[config.mk]
export PLATFORM = sky130hd
export DESIGN_NAME = imm_gen_pipe
export DESIGN_NICKNAME = d
export VERILOG_FILES = /design/src/rtl/imm_gen_pipe.sv
export SDC_FILE = /design/constraint.sdc
export NUM_CORES = 1
export LEC_CHECK = 0
export BUFFER_PORTS_ARGS = -buffer_cell sky130_fd_sc_hd__buf_2
export CAP_MARGIN = 20
export CORE_ASPECT_RATIO = 1.4
export CORE_UTILIZATION = 58
export DETAILED_ROUTE_END_ITERATION = 10
export PLACE_DENSITY = 0.85
export SYNTH_ARGS = -nofsm -noshare
export SYNTH_HDL_FRONTEND = slang
export SYNTH_SLANG_ARGS = --single-unit
[constraint.sdc]
create_clock -name clk -period 4.9 [get_ports clk]
set_input_delay 0.98 -clock clk [delete_from_list [all_inputs] [get_ports clk]]
set_output_delay 0.98 -clock clk [all_outputs]
set_load 0.05 [all_outputs]
[src/rtl/imm_gen_pipe.sv]
// Elastic pipeline stage decoding the RISC-V immediate (XLEN 32/64) with a
// valid/ready handshake, a one-entry skid behind the output register, and flush.
module imm_gen_pipe #(
  parameter int unsigned XLEN  = 32,
  parameter int unsigned TAG_W = 8
) (
  input  logic             clk,
  input  logic             rst_n,
  input  logic             flush,
  input  logic             in_valid,
  output logic             in_ready,
  input  logic [31:0]      in_instr,
  input  logic [2:0]       in_imm_src,
  input  logic [TAG_W-1:0] in_tag,
  output logic             out_valid,
  input  logic             out_ready,
  output logic [XLEN-1:0]  out_imm,
  output logic             out_illegal,
  output logic [TAG_W-1:0] out_tag
);

  if (XLEN != 32 && XLEN != 64) begin : g_xlen_bad
    $fatal(1, "imm_gen_pipe: XLEN must be 32 or 64");
  end

  typedef enum logic [2:0] {
    SRC_I   = 3'd0,
    SRC_S   = 3'd1,
    SRC_B   = 3'd2,
    SRC_U   = 3'd3,
    SRC_J   = 3'd4,
    SRC_Z   = 3'd5,
    SRC_SH  = 3'd6,
    SRC_RSV = 3'd7
  } imm_src_e;

  typedef struct packed {
    logic [XLEN-1:0]  imm;
    logic             illegal;
    logic [TAG_W-1:0] tag;
  } entry_t;

  logic [31:0] raw_imm;
  logic        raw_illegal;
  entry_t      in_entry;

  entry_t out_q, out_d;
  entry_t skid_q, skid_d;
  logic   out_valid_q, out_valid_d;
  logic   skid_valid_q, skid_valid_d;
  logic   in_ready_q, in_ready_d;

  logic accept;
  logic out_free;

  // Decode to a 32-bit value whose bit 31 already carries the extension sign.
  always_comb begin
    raw_imm     = 32'd0;
    raw_illegal = 1'b0;
    case (imm_src_e'(in_imm_src))
      SRC_I:  raw_imm = {{20{in_instr[31]}}, in_instr[31:20]};
      SRC_S:  raw_imm = {{20{in_instr[31]}}, in_instr[31:25], in_instr[11:7]};
      SRC_B:  raw_imm = {{19{in_instr[31]}}, in_instr[31], in_instr[7],
                         in_instr[30:25], in_instr[11:8], 1'b0};
      SRC_U:  raw_imm = {in_instr[31:12], 12'd0};
      SRC_J:  raw_imm = {{11{in_instr[31]}}, in_instr[31], in_instr[19:12],
                         in_instr[20], in_instr[30:21], 1'b0};
      SRC_Z:  raw_imm = {27'd0, in_instr[19:15]};
      SRC_SH: raw_imm = (XLEN == 64) ? {26'd0, in_instr[25:20]}
                                     : {27'd0, in_instr[24:20]};
      default: begin
        raw_imm     = 32'd0;
        raw_illegal = 1'b1;
      end
    endcase
  end

  always_comb begin
    in_entry.imm     = XLEN'($signed(raw_imm));
    in_entry.illegal = raw_illegal;
    in_entry.tag     = in_tag;
  end

  assign accept   = in_valid && in_ready_q;
  assign out_free = !out_valid_q || out_ready;

  // Next-state: flush wins; a freed output takes the skid first to keep FIFO order.
  always_comb begin
    out_d        = out_q;
    out_valid_d  = out_valid_q;
    skid_d       = skid_q;
    skid_valid_d = skid_valid_q;
    if (flush) begin
      out_valid_d  = 1'b0;
      skid_valid_d = 1'b0;
    end else if (out_free) begin
      if (skid_valid_q) begin
        out_d        = skid_q;
        out_valid_d  = 1'b1;
        skid_valid_d = 1'b0;
      end else if (accept) begin
        out_d       = in_entry;
        out_valid_d = 1'b1;
      end else begin
        out_valid_d = 1'b0;
      end
    end else if (accept) begin
      skid_d       = in_entry;
      skid_valid_d = 1'b1;
    end
    in_ready_d = !skid_valid_d;
  end

  always_ff @(posedge clk or negedge rst_n) begin
    if (!rst_n) begin
      out_q        <= '0;
      skid_q       <= '0;
      out_valid_q  <= 1'b0;
      skid_valid_q <= 1'b0;
      in_ready_q   <= 1'b1;
    end else begin
      out_q        <= out_d;
      skid_q       <= skid_d;
      out_valid_q  <= out_valid_d;
      skid_valid_q <= skid_valid_d;
      in_ready_q   <= in_ready_d;
    end
  end

  assign in_ready    = in_ready_q;
  assign out_valid   = out_valid_q;
  assign out_imm     = out_q.imm;
  assign out_illegal = out_q.illegal;
  assign out_tag     = out_q.tag;

endmodule

[After elaboration in Yosys (flattened, before gate mapping)]
Index checks and enable logic that the tools add are counted.
Storage, ports and cells
  register bits: 85
  latch bits: 0
  memory bits (writable): 0
  memory bits (read-only): 0
  input port bits: 48
  output and inout bits: 43
  memories kept: 0
Cells by class
  add/subtract/negate cells: 0
  multiply operators: 0
  div/mod/pow operators: 0
  magnitude comparators: 0
  equal/unequal tests: 6
  shifts and indexed selects: 0
  muxes and demuxes: 11
  bitwise gates (word level): 2
  reductions and logical operators: 10
Operator list (number)
  32-bit case mux with 7 select lines: 1
  41-bit two-way mux: 2
  3-bit equality test, second input constant: 3
  1-bit two-way mux: 8
  7-bit OR reduction: 1
  3-bit by 2-bit equality test with 1-bit output, second input constant: 2
  3-bit AND reduction: 2
  2-bit nonzero test: 2
  3-bit by 1-bit equality test with 1-bit output, second input constant: 1
  3-bit zero test: 1
  1-bit zero test: 2
  1-bit NOT: 2
  1-bit logical AND: 1
  1-bit logical OR: 1

[Logic depth before layout (Yosys ltp)]
Gate-level depths: netlist (run 1).
  depth after elaboration: 5
  gate-level depth with buffers: 8

[Worst setup path before layout (run 1)]
OpenSTA, ideal clock, no wires.
  path kind: input to register
  start point: input port out_ready
  end point: register skid_q[31] (netlist name)
  setup time: 0.121 ns
  arrival time: 2.038 ns
  data required time: 4.779 ns
  path slack: 2.741 ns
  cell stages on the path: 5
  buffers on the path: 2
  path through: nand2b_4 or3_1 buf_2 clkbuf_1 a22o_1
On the way
  longest elaborated chain between the ends: 3
RTL lines
  start, declared: RTL line 16  | input logic out_ready,
  1-bit logical OR: RTL line 85  | assign out_free = !out_valid_q || out_ready;
  1-bit NOT (no line)
  3-bit AND reduction (no line)
  end signal, assigned: RTL line 123  | skid_q <= skid_d;
  end, declared: RTL line 48  | entry_t skid_q, skid_d;
No other way between the ends.
A chain may end at the register's enable or synchronous reset.

[Worst setup path in the final report (run 1)]
Ends and elaborated chain as after synthesis.

==> impl_metrics.toml, run 1 <==
[outcome]
outcome = "finished clean"

[clocking]
clk_pin_slew_ps = 90
cts_tree = "built"
cts_buffer_depth = 2
cts-buffers-inserted = 9
hold_buffers = 0
cts_max_level = 3
cts_resized = 0
clock_latency_ps = 370
cts.sinks = 85
cts_setup_buffers = 0
ctsRootBufferMaster = "clkbuf_8"

[yosys]
synth.avg_cell_area_um2 = 9.44
syn_inst = 436
synth_common_cells = "84 x dfrtp_1, 81 x nand2_1, 29 x a21oi_1"
synth_area_um2 = 4120
synth_edf_count = 0
yosysTopAreaCell = "dfrtp_1"
synth_cell_types = 36
synth_ff_type = "dfrtp_1"
yosysSeqAreaShare = 0.517
yosysWarningCount = 0
yosysMostFrequentCell = "dfrtp_1"
async_flop_share = 1.00
synth_seq_cells = 85
synth_top_area_frac = 0.510
synth_area_leaders = "dfrtp_1 51%, nand2_1 7.4%, a21oi_1 3.5%"
synth.net_count = 484

[routing]
totalWireLength_um = 9630
drt_iter0_markers = 301
ant_nets = 0
vias = 3449
first_pass_iters = 4
avgViaCountPerCell = 5.79
wire_per_inst_um = 16.2
drc = 0

[setup_path]
crit_chain = "buf_2 > nand2b_4 > or3_2 > buf_4 > a21oi_1 > a22o_1"
slowest_delay_ps = 780
worstSetupStartpoint = "out_ready"
worstSetupEndpointType = "register"
startpoint_type = "input port"
cpMaxStageDelayCell = "a21oi_1"
critPathMaxFanout = 63
worstPathRequired_ps = 5200
criticalPathCategory = "input port to register"
reg2reg_from = "in_ready$_DFF_PN1_"
crit_arrival_ps = 3030

[cells_and_area]
synthToLayoutAreaGrowth_pct = 14.8
nFillCells = 574
final_cell_area_um2 = 4730
antenna_cells = 0
num-nets-final = 544
drive_gt1_frac = 0.222

[job]
drv_cap = 0

[placement]
placed_cell_area_um2 = 4500
numPortBuffers = 83
routabilityCongestion = 0.762
place_hpwl_um = 6080

[grt]
antenna_found_initial = 0
track_usage = 0.286
grt_pass1_wl_um = 15900
grt_pass1_vias = 3298
grt_max_degree = 86
grt-ovfl-total = 0

[sta]
slew_violations = 0
maxSlewHeadroom = 0.399
fin_skew_ps = 9.03
fmax_ghz = 0.367
rsz0062_at_grt = "false"
tightest_slew_ps = 901
finalCritPeriodShare = 0.557
fin_crit_ps = 2730
setup_viol = 0
hold_viol = 0
tns_ps = 0

[floorplanning]
initial_core_util = 0.597
pin_count = 91
die-height_um = 102
die_area_um2 = 7450
die_w_um = 73.2
fp-row-count = 36
coreArea_um2 = 6890

[hold_path]
min_from = "out_tag[6]$_DFFE_PN0P_"
hold_class = "register to register"

[power]
leakagePower_nw = 2.34
peakVddDrop_mv = 0.276
powerDensity_nw_per_um2 = 405
worst max-delay path, delay by kind of cell:
kind,cells,cell delay [ps]
AO/OA/AOI/OAI,2,1020
buffers and inverters,2,420
AND/OR/NAND/NOR,2,590
where the power goes:
| part | internal, mW | leakage [nW] | switching [mW] | total, mW |
|---|---|---|---|---|
| combinational | 0.152 | 1.16 | 0.373 | 0.525 |
| clock | 0.237 | 0.0858 | 0.256 | 0.493 |
| sequential | 0.829 | 1.09 | 0.0680 | 0.897 |
sequential cells by signal, indices dropped and copies added, names as in the netlist:
signal	flops
out_imm	32
skid_q	41
skid_valid_q	1
out_tag	8
out_illegal	1
out_valid	1
in_ready	1
path summary, 6_finish.rpt:
check                                              end  slack, ps  cells after the start
worst max-delay path            skid_q[31]$_DFFE_PN0P_       2170                      6
worst min-delay path            out_tag[6]$_DFFE_PN0P_        480                      2
worst max register to register  skid_q[31]$_DFFE_PN0P_       2460                      5
worst min register to register  out_tag[6]$_DFFE_PN0P_        480                      2
max in group asynchronous           in_ready$_DFF_PN1_       3730                      2
min in group asynchronous       out_tag[6]$_DFFE_PN0P_        530                      1
layout by cell type, fill, tap and decap left out, drive strengths merged, types with 2 or more instances in the layout:
cell / n
buf: 89
dfrtp: 84
nand2: 81
o21ai: 37
a21oi: 29
nand3: 24
nor2: 18
o211ai: 14
nand3b: 13
and3: 13
mux2i: 12
a21o: 12
a22o: 12
a221o: 11
clkbuf: 11
nand2b: 9
mux2: 7
inv: 4
a211oi: 4
clkinvlp: 3
nor3b: 2
or3: 2
per-stage QoR:
step | cells | total power [mW] | setup WS [ps] | hold slack, ps | util
5_1_grt | 596 | 2.01 | 2030 | 505 | 0.686
2_1_floorplan | 436 | 1.29 | 2740 | 445 | -
6_report | 596 | 1.91 | 2170 | 478 | 0.686
3_5_place_dp | 578 | 1.43 | 1800 | 462 | 0.653
4_1_cts | 594 | 1.92 | 2190 | 483 | 0.681
3_3_place_gp | 578 | 1.41 | 1850 | 457 | 0.653
routing by layer:
layer  wire [µm]  GRT usage  share of wire
met2        4790      0.451           0.50
met3         442     0.0667          0.046
met4         243      0.133          0.025
met5           0          0              0
met1        4150      0.375           0.43
area by class of cell:
class / count / area (µm²) / area share
inverter: 4 / 15.0 / 0.00318
timing repair buffer: 89 / 480 / 0.102
tap: 95 / 119 / 0.0251
sequential: 85 / 2130 / 0.450
multi-input combinational: 307 / 1790 / 0.379
clock inverter: 5 / 61.3 / 0.0130
clock buffer: 11 / 131 / 0.0278
kinds of logic after synthesis:
logic type	Yosys count	synth area share
buf+inv	44	0.0483
compound gates	121	0.191
mux	19	0.0483
flops	85	0.517
simple gates	166	0.193
fa+ha+maj	1	0.00273
(Power assumes the default switching activity.)
==> inputs of run 2 (changes only) <==
Settings changed: ABC_AREA set to 1, CORE_UTILIZATION 58 to 54, PLACE_DENSITY 0.85 to 0.8.
Clock period 4.9 ns to 2.8 ns, I/O delays scaled along.
==> run 2 against run 1 <==
Against the previous run:
- cell area fell by 0.69%
- critical path depth did not move
- cell count rose by 18%
- combinational power rose by 83%
- largest power group unchanged
- highest routed layer unchanged
==> impl_metrics.toml, run 2 <==
[outcome]
outcome = "finished clean"

[placement]
routabilityCongestion = 0.920
pre_cts_ws_ps = 634
numPortBuffers = 83
place_hpwl_um = 6370

[floorplanning]
die-height_um = 105
die_area_um2 = 7940
fp-row-count = 37
initial_core_util = 0.556
die_w_um = 75.6
coreArea_um2 = 7360
pin_count = 91

[grt]
grt_max_degree = 86
track_usage = 0.267
grt_pass1_wl_um = 16000
grt-ovfl-total = 0
antenna_found_initial = 0
grt_pass1_vias = 3525

[hold_path]
hold_class = "input port to async pin"

[cells_and_area]
layout_common_cells = "223 x nand2_1, 84 x dfrtp_1, 82 x buf_2"
mostFrequentLayoutCell = "nand2_1"
seq_area_um2 = 2130
antenna_cells = 0
drive_gt1_frac = 0.185
largest_reg_flops = 41
largest-register = "skid_q"
num-nets-final = 650
multiInputGateArea_um2 = 1670
nFillCells = 664
synthToLayoutAreaGrowth_pct = 14.7

[clocking]
cts-buffers-inserted = 9
cts_max_level = 3
cts_setup_buffers = 0
ctsRootBufferMaster = "clkbuf_8"
clk_pin_slew_ps = 80
cts_tree = "built"
cts_buffer_depth = 2
hold_buffers = 0
clock_latency_ps = 370
cts_resized = 0
cts.sinks = 85

[sta]
fin_skew_ps = 8.50
maxSlewHeadroom = 0.570
rsz0062_at_grt = "false"
tightest_slew_ps = 644
hold_viol = 0
worst_slack_ps = 957
tns_ps = 0
slew_violations = 0
holdWs_ps = 215
fmax_ghz = 0.543
setup_viol = 0
finalCritPeriodShare = 0.658
fin_crit_ps = 1840

[yosys]
synth_area_um2 = 4090
synth_ff_type = "dfrtp_1"
synth_edf_count = 0
synth_common_cells = "223 x nand2_1, 84 x dfrtp_1, 50 x nand3_1, 50 x o21ai_0, 30 x inv_1"
synth_top_area_frac = 0.514
yosysWarningCount = 0
synth_cell_types = 25
syn_inst = 534
yosysTopAreaCell = "dfrtp_1"
synth_area_leaders = "dfrtp_1 51%, nand2_1 20%, nand3_1 6.1%"
synth_seq_cells = 85
yosysSeqAreaShare = 0.520
yosysMostFrequentCell = "nand2_1"
synth.avg_cell_area_um2 = 7.66
async_flop_share = 1.00
synth.net_count = 582

[power]
powerDensity_nw_per_um2 = 707
leakagePower_nw = 2.63
peakVddDrop_mv = 0.481

[setup_path]
worstPathRequired_ps = 3090
startpoint_type = "register"
critPathMaxFanout = 17
crit_arrival_ps = 2130
criticalPathCategory = "register to register"
worstSetupEndpointType = "register"

[routing]
ant_nets = 0
drc = 0
avgViaCountPerCell = 5.37
vias = 3783
drt_iter0_markers = 296
totalWireLength_um = 9610
wire_per_inst_um = 13.6
first_pass_iters = 7

[job]
drv_cap = 0
## run 2: cell types whose count changed in the layout (fill, tap and decap cells not counted), moves of 10 or more
cell / before / now
o21ai_1: 12 / 1
a21o_1: 12 / 0
nand3_1: 24 / 49
inv_1: 4 / 30
o21ai_0: 25 / 50
nand3b_1: 13 / 0
a21oi_1: 29 / 19
nand2_1: 81 / 223
a221o_1: 11 / 0
o211ai_1: 14 / 0
mux2i_1: 12 / 0
a22o_1: 12 / 0
and3_1: 12 / 0
## run 2: per-stage QoR
stage	power [mW]	util	instances	area [µm²]
floorplan	2.32	-	534	4090
global placement	2.55	0.616	688	4530
detailed placement	2.58	0.616	688	4530
CTS	3.34	0.638	704	4690
global route	3.50	0.638	704	4690
finish	3.32	0.638	704	4690
## run 2: where the power goes
part,switching (mW),internal (mW),total [mW]
logic,0.708,0.253,0.960
registers,0.122,1.48,1.60
clock network,0.438,0.320,0.758
total,1.27,2.05,3.32
## run 2: final timing paths
check | start | endpoint | slack, ps | depth (start not counted)
setup reg to reg | skid_valid_q$_DFF_PN0_ | out_imm[7]$_DFFE_PN0P_ | 960 | 6
hold reg to reg | out_imm[28]$_DFFE_PN0P_ | out_imm[28]$_DFFE_PN0P_ | 470 | 2
min in group clk | flush | in_ready$_DFF_PN1_ | 430 | 3
max in group asynchronous | rst_n | in_ready$_DFF_PN1_ | 2230 | 2
setup / recovery | skid_valid_q$_DFF_PN0_ | out_imm[7]$_DFFE_PN0P_ | 960 | 6
hold / removal | rst_n | out_tag[6]$_DFFE_PN0P_ | 210 | 2
## run 2: final cells by class
cell class,instances,area share
Multi-Input combinational cell,383,0.357
Timing Repair Buffer,91,0.104
Clock buffer,12,0.0288
Sequential cell,85,0.453
Tap cell,97,0.0259
Inverter,32,0.0256
Clock inverter,4,0.00533
## run 2: worst max-delay path, stage by stage, from the launching register on
cell and delay [ps]:
dfrtp_1 690, inv_2 70, nand2_1 110, nand3_2 90
inv_1 470, o21ai_0 160, o21ai_0 180
## run 2: cells by family after synthesis
family          after synthesis  share of synthesized area
simple gates                304                      0.305
flops                        85                      0.520
compound gates               79                      0.102
buf+inv                      66                     0.0722
## run 2: metal layers
| metal | GRT usage | vias to the layer above | part of all wire |
|---|---|---|---|
| met5 | 0 | - | 0 |
| met4 | 0.142 | 0 | 0.033 |
| met3 | 0.0415 | 25 | 0.054 |
| met2 | 0.423 | 143 | 0.48 |
| met1 | 0.344 | 1768 | 0.43 |
| li1 | - | 1847 | - |
==> inputs of run 3 (changes only) <==
Settings changed: CORE_UTILIZATION 54 to 49, PLACE_DENSITY 0.8 to 0.76.
Clock period 2.8 ns to 1.6 ns, I/O delays scaled along.
==> run 3 against run 2 <==
Against the previous run:
- clock skew is 2.3 ps lower
- maximum frequency is 25% higher
- worst hold slack better by 24 ps
- first-iteration DRC count is 12% higher
- cell area is 7.0% higher
- non-clock buffer count is 15 higher
- sequential share of layout area is 2.9 points lower
- power is 99% higher
- core utilization is 2.1 points lower
- wire length is 7.2% higher
- cell count is 2.7% higher
- setup slack worse by 830 ps
- largest power group unchanged
- highest routed layer unchanged
==> impl_metrics.toml, run 3 (synthesis gave the netlist of run 2 again) <==
[placement]
place_hpwl_um = 6890
routabilityCongestion = 0.946
numPortBuffers = 83
placed_cell_area_um2 = 4710
placed_cells_incl_taps = 707
pre_cts_ws_ps = 32.3

[routing]
drc = 0
totalWireLength_um = 10300
ant_nets = 0
wire_per_inst_um = 14.2
avgViaCountPerCell = 5.33
first_pass_iters = 5
drt_iter0_markers = 331
vias = 3854

[sta]
setup_viol = 0
maxSlewHeadroom = 0.573
fin_skew_ps = 6.19
tightest_slew_ps = 640
rsz0062_at_grt = "true"
slew_violations = 0
finalCritPeriodShare = 0.919
hold_viol = 0
fin_crit_ps = 1470
fmax_ghz = 0.680
worst_slack_ps = 129

[setup_path]
timing.reg2reg.setup_slack_ps = 130
reg2reg_to = "skid_q[8]$_DFFE_PN0P_"
worstPathRequired_ps = 1850
reg2reg_depth = 4
critPathMaxFanout = 39
reg2reg_from = "in_ready$_DFF_PN1_"
worstSetupEndpointType = "register"
crit_arrival_ps = 1720
criticalPathCategory = "register to register"
startpoint_type = "register"

[grt]
grt_pass1_wl_um = 17500
track_usage = 0.262
grtUsageMet2 = 0.432
use_met3 = 0.0403
grt_busiest_layer = "met2"
use_met1 = 0.337
grt_max_degree = 46
grt_pass1_vias = 3646
antenna_found_initial = 0
grt-ovfl-total = 0

[power]
peakVddDrop_mv = 0.744
total_power_mw = 6.61
powerDensity_nw_per_um2 = 1320
leakagePower_nw = 2.79

[cells_and_area]
fin_util = 0.616
nFillCells = 733
antenna_cells = 0
layout_common_cells = "222 x nand2_1, 83 x dfrtp_1, 82 x buf_2"
multiInputGateArea_um2 = 1690
drive_gt1_frac = 0.211
largest_reg_flops = 41
fin_cells = 723
largest-register = "skid_q"
num-nets-final = 665
seq_area_um2 = 2130
final_cell_area_um2 = 5020
mostFrequentLayoutCell = "nand2_1"
synthToLayoutAreaGrowth_pct = 22.7

[clocking]
cts_setup_buffers = 0
cts_buffer_depth = 2
ctsRootBufferMaster = "clkbuf_16"
cts_tree = "built"
cts_max_level = 3
clock_latency_ps = 350
cts.sinks = 85
cts-buffers-inserted = 9
clk_pin_slew_ps = 60

[hold_path]
hold_path_depth = 3
hold-path-endpoint = "in_ready$_DFF_PN1_"
hold_class = "input port to register"
min_from = "flush"

[floorplanning]
initial_core_util = 0.502
fp-row-count = 39
die-height_um = 110
pin_count = 91
die_area_um2 = 8730
die_w_um = 79.2
coreArea_um2 = 8150

[outcome]
outcome = "finished clean"

[job]
drv_cap = 0
[run 3: what timing repair did]
item                       in CTS  in global routing
hold buffers                    1                  0
gates resized for setup         0                  3
hold endpoints to repair       28                  0
setup endpoints to repair       0                 21
[run 3: where the power goes]
part / total [mW] / internal, mW / switching, mW
sequential: 2.80 / 2.59 / 0.213
combinational: 1.74 / 0.484 / 1.26
clock: 2.07 / 1.20 / 0.868
total: 6.61 / 4.28 / 2.34
[run 3: routing by layer]
layer	part of all wire	vias to the layer above	routed length (µm)
met5	0	-	0
met4	0.031	0	321
met3	0.049	23	504
met2	0.49	137	5080
met1	0.43	1816	4390
li1	-	1878	-
[run 3: worst max path at each step]
stage / start / endpoint / slack (ps)
floorplan: in_ready$_DFF_PN1_ / out_tag[1]$_DFFE_PN0P_ / -3
global placement: in_ready$_DFF_PN1_ / out_imm[5]$_DFFE_PN0P_ / 90
detailed placement: in_ready$_DFF_PN1_ / out_imm[8]$_DFFE_PN0P_ / 30
CTS: in_ready$_DFF_PN1_ / out_imm[8]$_DFFE_PN0P_ / 8
global route: in_ready$_DFF_PN1_ / skid_q[0]$_DFFE_PN0P_ / -2
finish: in_ready$_DFF_PN1_ / skid_q[8]$_DFFE_PN0P_ / 130
[run 3: through the flow]
stage / hold WS (ps) / TNS (ps)
final: 239 / 0
after global routing: 261 / -1.74
after CTS: 217 / 0
after detailed placement: 296 / 0
after global placement: 284 / 0
after floorplan: 24.4 / -20.9
[run 3: layout make-up]
class | count | share of cell area
Sequential cell | 85 | 0.424
Multi-Input combinational cell | 383 | 0.336
Timing Repair Buffer | 106 | 0.133
Clock buffer | 9 | 0.0448
Tap cell | 102 | 0.0254
Inverter | 32 | 0.0239
Clock inverter | 6 | 0.0127
[run 3: worst max-delay path: stages, from the launching register on]
cell and delay, ps:
dfstp_2 530, nand2_1 110, nor2_4 180, inv_2 270, o31ai_1 280
